$ cat src/rtl/strip_release_unit_if.sv
// rtl/strip_release_unit_if.sv - Commit, release and min-result signal bundle for strip_release_unit
interface strip_release_unit_if #(
  parameter int NUM_STRIPS = 8
);
  localparam int IDX_W = $clog2(NUM_STRIPS);

  logic             alloc_we;
  logic [IDX_W-1:0] alloc_idx;
  logic [7:0]       alloc_width;
  logic             rel_valid;
  logic             rel_ready;
  logic [IDX_W-1:0] rel_idx;
  logic [4:0]       rel_width;
  logic [7:0]       min_occupied_strip_width;
  logic [IDX_W-1:0] min_strip_idx;
  logic             done;
  logic             underflow_flag;

  modport master (
    output alloc_we, alloc_idx, alloc_width, rel_valid, rel_idx, rel_width,
    input  rel_ready, min_occupied_strip_width, min_strip_idx, done, underflow_flag
  );

  modport slave (
    input  alloc_we, alloc_idx, alloc_width, rel_valid, rel_idx, rel_width,
    output rel_ready, min_occupied_strip_width, min_strip_idx, done, underflow_flag
  );
endinterface

$ cat src/rtl/strip_release_unit.sv
// rtl/strip_release_unit.sv - Strip occupancy table with commit/release updates and serial min scan
// Optional RELEASE_CLAMP_EN: an underflowing release zeroes the strip instead of leaving it unchanged.
module strip_release_unit #(
  parameter int NUM_STRIPS = 8,
  parameter int STRIP_CAP  = 128
) (
  input logic                clk,
  input logic                rst_n,
  strip_release_unit_if.slave bus
);
  localparam int IDX_W = $clog2(NUM_STRIPS);

  localparam logic [1:0] S_IDLE   = 2'd0;
  localparam logic [1:0] S_UPDATE = 2'd1;
  localparam logic [1:0] S_SCAN   = 2'd2;
  localparam logic [1:0] S_DONE   = 2'd3;

  localparam logic [7:0]       CAP_W    = 8'(STRIP_CAP);
  localparam logic [IDX_W-1:0] LAST_IDX = IDX_W'(NUM_STRIPS - 1);

  logic [1:0]       state;
  logic [7:0]       tbl [NUM_STRIPS];
  logic [IDX_W-1:0] rel_idx_q;
  logic [4:0]       rel_width_q;
  logic [IDX_W-1:0] scan_idx;
  logic [7:0]       run_min;
  logic [IDX_W-1:0] run_idx;
  logic             underflow_q;
  logic [7:0]       min_q;
  logic [IDX_W-1:0] min_idx_q;

  logic             accept_alloc;
  logic             accept_rel;
  logic [7:0]       alloc_clamped;
  logic [7:0]       tgt_width;
  logic [7:0]       rel_width_ext;
  logic             rel_under;
  logic [7:0]       cur_width;
  logic [7:0]       scan_min;
  logic [IDX_W-1:0] scan_min_idx;

  assign bus.rel_ready = (state == S_IDLE) && !bus.alloc_we;
  assign accept_alloc  = (state == S_IDLE) && bus.alloc_we;
  assign accept_rel    = bus.rel_valid && bus.rel_ready;

  assign bus.done                     = (state == S_DONE);
  assign bus.underflow_flag           = (state == S_DONE) && underflow_q;
  assign bus.min_occupied_strip_width = min_q;
  assign bus.min_strip_idx            = min_idx_q;

  always_comb begin
    alloc_clamped = (bus.alloc_width > CAP_W) ? CAP_W : bus.alloc_width;
    tgt_width     = tbl[rel_idx_q];
    rel_width_ext = {3'b000, rel_width_q};
    rel_under     = rel_width_ext > tgt_width;
    cur_width     = tbl[scan_idx];
    scan_min      = run_min;
    scan_min_idx  = run_idx;
    // Strip 0 seeds the running min; strict less-than keeps the lowest index on ties.
    if (scan_idx == '0 || cur_width < run_min) begin
      scan_min     = cur_width;
      scan_min_idx = scan_idx;
    end
  end

  always_ff @(posedge clk or negedge rst_n) begin
    if (!rst_n) begin
      state       <= S_IDLE;
      for (int i = 0; i < NUM_STRIPS; i++) tbl[i] <= '0;
      rel_idx_q   <= '0;
      rel_width_q <= '0;
      scan_idx    <= '0;
      run_min     <= '0;
      run_idx     <= '0;
      underflow_q <= 1'b0;
      min_q       <= '0;
      min_idx_q   <= '0;
    end else begin
      case (state)
        S_IDLE: begin
          if (accept_alloc) begin
            tbl[bus.alloc_idx] <= alloc_clamped;
            underflow_q        <= 1'b0;
            scan_idx           <= '0;
            state              <= S_SCAN;
          end else if (accept_rel) begin
            rel_idx_q   <= bus.rel_idx;
            rel_width_q <= bus.rel_width;
            state       <= S_UPDATE;
          end
        end
        S_UPDATE: begin
          underflow_q <= rel_under;
          if (!rel_under) begin
            tbl[rel_idx_q] <= tgt_width - rel_width_ext;
          end
`ifdef RELEASE_CLAMP_EN
          else begin
            tbl[rel_idx_q] <= '0;
          end
`endif
          scan_idx <= '0;
          state    <= S_SCAN;
        end
        S_SCAN: begin
          run_min  <= scan_min;
          run_idx  <= scan_min_idx;
          scan_idx <= scan_idx + 1'b1;
          if (scan_idx == LAST_IDX) begin
            min_q     <= scan_min;
            min_idx_q <= scan_min_idx;
            state     <= S_DONE;
          end
        end
        S_DONE:  state <= S_IDLE;
        default: state <= S_IDLE;
      endcase
    end
  end
endmodule

$ cat src/flat_wrapper.sv
// flat-port wrapper written by rule: the top's interface ports become plain ports
module strip_release_unit_flat 
#(
  parameter int NUM_STRIPS = 8,
  parameter int STRIP_CAP  = 128
)
  (clk, rst_n, bus_alloc_we, bus_alloc_idx, bus_alloc_width, bus_rel_valid, bus_rel_idx, bus_rel_width, bus_rel_ready, bus_min_occupied_strip_width, bus_min_strip_idx, bus_done, bus_underflow_flag);
  strip_release_unit_if #(.NUM_STRIPS(NUM_STRIPS)) bus_i ();
  input logic clk;
  input logic rst_n;
  input wire logic [$bits(bus_i.alloc_we)-1:0] bus_alloc_we;
  input wire logic [$bits(bus_i.alloc_idx)-1:0] bus_alloc_idx;
  input wire logic [$bits(bus_i.alloc_width)-1:0] bus_alloc_width;
  input wire logic [$bits(bus_i.rel_valid)-1:0] bus_rel_valid;
  input wire logic [$bits(bus_i.rel_idx)-1:0] bus_rel_idx;
  input wire logic [$bits(bus_i.rel_width)-1:0] bus_rel_width;
  output wire logic [$bits(bus_i.rel_ready)-1:0] bus_rel_ready;
  output wire logic [$bits(bus_i.min_occupied_strip_width)-1:0] bus_min_occupied_strip_width;
  output wire logic [$bits(bus_i.min_strip_idx)-1:0] bus_min_strip_idx;
  output wire logic [$bits(bus_i.done)-1:0] bus_done;
  output wire logic [$bits(bus_i.underflow_flag)-1:0] bus_underflow_flag;
  assign bus_i.alloc_we = bus_alloc_we;
  assign bus_i.alloc_idx = bus_alloc_idx;
  assign bus_i.alloc_width = bus_alloc_width;
  assign bus_i.rel_valid = bus_rel_valid;
  assign bus_i.rel_idx = bus_rel_idx;
  assign bus_i.rel_width = bus_rel_width;
  assign bus_rel_ready = bus_i.rel_ready;
  assign bus_min_occupied_strip_width = bus_i.min_occupied_strip_width;
  assign bus_min_strip_idx = bus_i.min_strip_idx;
  assign bus_done = bus_i.done;
  assign bus_underflow_flag = bus_i.underflow_flag;
  strip_release_unit #(.NUM_STRIPS(NUM_STRIPS), .STRIP_CAP(STRIP_CAP)) u_core (.clk(clk), .rst_n(rst_n), .bus(bus_i));
endmodule
$ cat config.mk
export PLATFORM = sky130hd
export DESIGN_NAME = strip_release_unit_flat
export DESIGN_NICKNAME = d
export VERILOG_FILES = /design/src/rtl/strip_release_unit_if.sv /design/src/rtl/strip_release_unit.sv /design/src/flat_wrapper.sv
export SDC_FILE = /design/constraint.sdc
export NUM_CORES = 1
export LEC_CHECK = 0
export BUFFER_PORTS_ARGS = -buffer_cell sky130_fd_sc_hd__buf_2
export CAP_MARGIN = 20
export CORE_MARGIN = 5
export CORE_UTILIZATION = 62
export CTS_BUF_LIST = sky130_fd_sc_hd__clkbuf_8
export DETAILED_ROUTE_END_ITERATION = 12
export PLACE_DENSITY = 0.81
export SLEW_MARGIN = 25
export SYNTH_ARGS = -nofsm -noshare
export SYNTH_HDL_FRONTEND = slang
export SYNTH_SLANG_ARGS = --single-unit
$ cat constraint.sdc
create_clock -name clk -period 4.37 [get_ports clk]
set_input_delay 0.437 -clock clk [delete_from_list [all_inputs] [get_ports clk]]
set_output_delay 0.437 -clock clk [all_outputs]
set_load 0.1 [all_outputs]
==> out/qor.csv <==
stage,metric,value,unit
clock_network,cts_buffers,9,
die,dieArea,0.0123,mm²
synth,ys_seq_area_frac,0.397,
finish,fin_nets,669,
die,dieHeight,111,µm
power,vdd_drop_max,521,µV
routing,wl,18100,µm
clock_network,post_cts_buffers,0,
synth,ys_ff_latch,100,
power,power_frac_clock,0.116,
die,initial_utilization,0.639,
place,dp.final_hpwl,12400,µm
timing,min_period_over_period,0.896,
routing,drt_pass1_iterations,5,
synth,synth_area_leader_cell,dfrtp_1,
timing,setup_ws,0.456,ns
timing,setup_viol,0,
global_routing,grt.total_usage,0.297,
worst_setup_path,endpoint_kind,register,
run_status,status,finished clean,
global_routing,grt_pass1_wl,28600,µm
power,swShare,0.485,
worst_setup_path,critPathLaunchType,register,
finish,layout_common_cells,"100 x dfrtp_1, 53 x nand2_1, 48 x a22o_1",
power,comb_power_share,0.597,
synth,syn_inst,610,
clock_network,htree_levels,3,
clock_network,root_buffer,clkbuf_8,
global_routing,grt_pass1_vias,5194,
die,std_cell_rows,36,
synth,syn_area_per_cell,10.3,µm²
place,portBuffers,36,
timing,worst-slew-pin-transition,0.916,ns
timing,fmax,256,MHz
synth,yosysWarnings,0,
timing,rsz0062_at_grt,no,
clock_network,cts_sinks,100,
synth,syn_nets,654,
place,post_dp_cell_area,0.00655,mm²
routing,routed-via-count,5372,
finish,layout_commonest_cell,dfrtp_1,
worst_setup_path,critPathMaxFanout,49,
timing,tns,0,ns
routing,post_drt_wl_per_cell,23.7,µm
finish,area.growth.synth_to_final,7.34,%
clock_network,cts_resized,0,
clock_network,clk_latency,0.41,ns
timing,fin_crit,3.91,ns
die,die_w,111,µm
timing,clock_skew,0.0178,ns
synth,synth_edf_count,0,
clock_network,clockBufferDepth,2,
die,ios,37,
finish,drive_gt1_frac,0.183,
power,p_int,2.97,mW
min_path,hold_path_class,input port to asynchronous set/reset pin,
finish,num_antenna_cells,0,
power,powerDensity,852,mW/mm²
place,gp_congestion,0.988,
synth,netlist-cell-type-count,52,
routing,drtAntennaViolNets,0,
synth,syn-cell-area,0.00631,mm²
timing,maxSlewHeadroom,0.389,
power,p_leak,2.96,nW
synth,synthTopCellsByArea,"dfrtp_1 40%, a22o_1 6.7%, mux4_2 5.4%",
clock_network,clkTransAtPathRegs,0.09,ns
power,seqPwrFrac,0.287,
clock_network,cts_tree,built,
routing,drt_iter0_markers,597,
finish,stdcell_area,0.00677,mm²
power,switchingPower,2.79,mW
run,maxCapViolCount,0,
die,core_area,0.00986,mm²
synth,synth_top_area_frac,0.397,
worst_setup_path,worstPathArrival,4.20,ns
worst_setup_path,reg2reg_depth,13,
place,place_ws,0.595,ns
clock_network,hold_buffers,0,
routing,drc,0,
routing,viasPerCell,7.04,
global_routing,grt_antenna_before_repair,0,
timing,finalMaxSlewViolations,0,
worst_setup_path,cp.required,4.65,ns
worst_setup_path,critical_path_class,register to register,
synth,async_reset_ff_frac,1.00,
timing,hold_violations,0,
global_routing,grt_max_degree,69,
synth,synth_top_flop_cell,dfrtp_1,
global_routing,grt_overflow_total,0,
[worst max-delay path, stage by stage (launching register included)]
cell,delay (ns)
dfrtp_1,0.64
buf_4,0.33
mux2_2,0.37
a22oi_1,0.18
o22a_1,0.15
o21ai_0,0.09
ha_1,0.38
o21a_1,0.14
o31a_1,0.14
nor2_1,0.23
nand4_2,0.31
and2_1,0.28
buf_4,0.27
a22o_1,0.27
[per-layer routing]
metal  wire (µm)  vias to the layer above  share of wire  GRT usage
li1            -                     2364              -          -
met1        7240                     2566           0.40      0.404
met2        7980                      365           0.44      0.443
met3        1940                       77           0.11     0.0786
met4         896                        0          0.050      0.144
met5           0                        -              0          0
[synth_stat cells, types with 11 or more instances]
cell	number
a21oi_1	21
a22o_1	48
buf_1	14
clkbuf_1	16
dfrtp_1	100
ha_1	20
inv_1	25
mux2_2	19
mux2_4	11
mux2i_1	28
mux4_2	15
nand2_1	53
nand3_1	17
nor2_1	24
nor2b_1	15
o21ai_0	23
o22ai_1	41
o31ai_1	18
[power groups by stage]
stage                     logic (mW)  registers, mW  clock network, mW
after floorplan                 2.71           1.50                  0
after global placement          3.26           1.63                  0
after detailed placement        3.36           1.65                  0
after CTS                       3.37           1.64              0.675
after global routing            3.71           1.69              0.720
final                           3.44           1.65              0.669
[cells by family (layout without fill, tap and decap cells)]
logic type,after synthesis,after routing,synth area share
xor gates and xnor gates,4,4,0.00556
muxes,76,76,0.171
buffers and inverters,68,88,0.0484
and+or+nand+nor,135,135,0.103
AOI/OAI and AO/OA,206,206,0.233
adders and majority gates,21,21,0.0429
DFF,100,100,0.397
[registers in the layout, indices dropped and copies added, names as in the netlist]
| register | cells |
|---|---|
| u_core.run_min | 8 |
| u_core.rel_width_q | 5 |
| u_core.bus.min_strip_idx | 3 |
| u_core.scan_idx | 3 |
| u_core.rel_idx_q | 3 |
| u_core.run_idx | 3 |
| u_core.state | 2 |
| u_core.tbl | 64 |
| u_core.bus.min_occupied_strip_width | 8 |
| u_core.underflow_q | 1 |
[per-stage QoR]
step	power, mW	cells	utilization	hold slack (ns)
after floorplan	4.21	610	-	0.141
after global placement	4.89	747	0.663	0.458
after detailed placement	5.01	747	0.663	0.462
after CTS	5.69	763	0.686	0.185
after global routing	6.12	763	0.686	0.198
final	5.77	763	0.686	0.132
[path summary, 6_finish.rpt]
check                                             from                           to  slack, ns
max                                u_core.rel_idx_q[1]               u_core.tbl[27]       0.46
min                                              rst_n            u_core.run_idx[2]       0.13
max reg2reg                        u_core.rel_idx_q[1]               u_core.tbl[27]       0.46
min reg2reg                u_core.bus.min_strip_idx[2]  u_core.bus.min_strip_idx[2]       0.48
max in group asynchronous                        rst_n  u_core.bus.min_strip_idx[0]       3.31
min in group clk                      bus_rel_width[0]        u_core.rel_width_q[0]       0.27
[cell type report]
| cell class | instances | area (µm²) |
|---|---|---|
| multi-input cells | 442 | 3500 |
| inverters | 25 | 93.8 |
| repair buffers | 47 | 278 |
| clock inverters | 7 | 100 |
| flip-flops and latches | 100 | 2500 |
| fillers | 754 | 3100 |
| clock buffers | 9 | 124 |
| well taps | 133 | 166 |
Power figures use the tool's default switching activity.
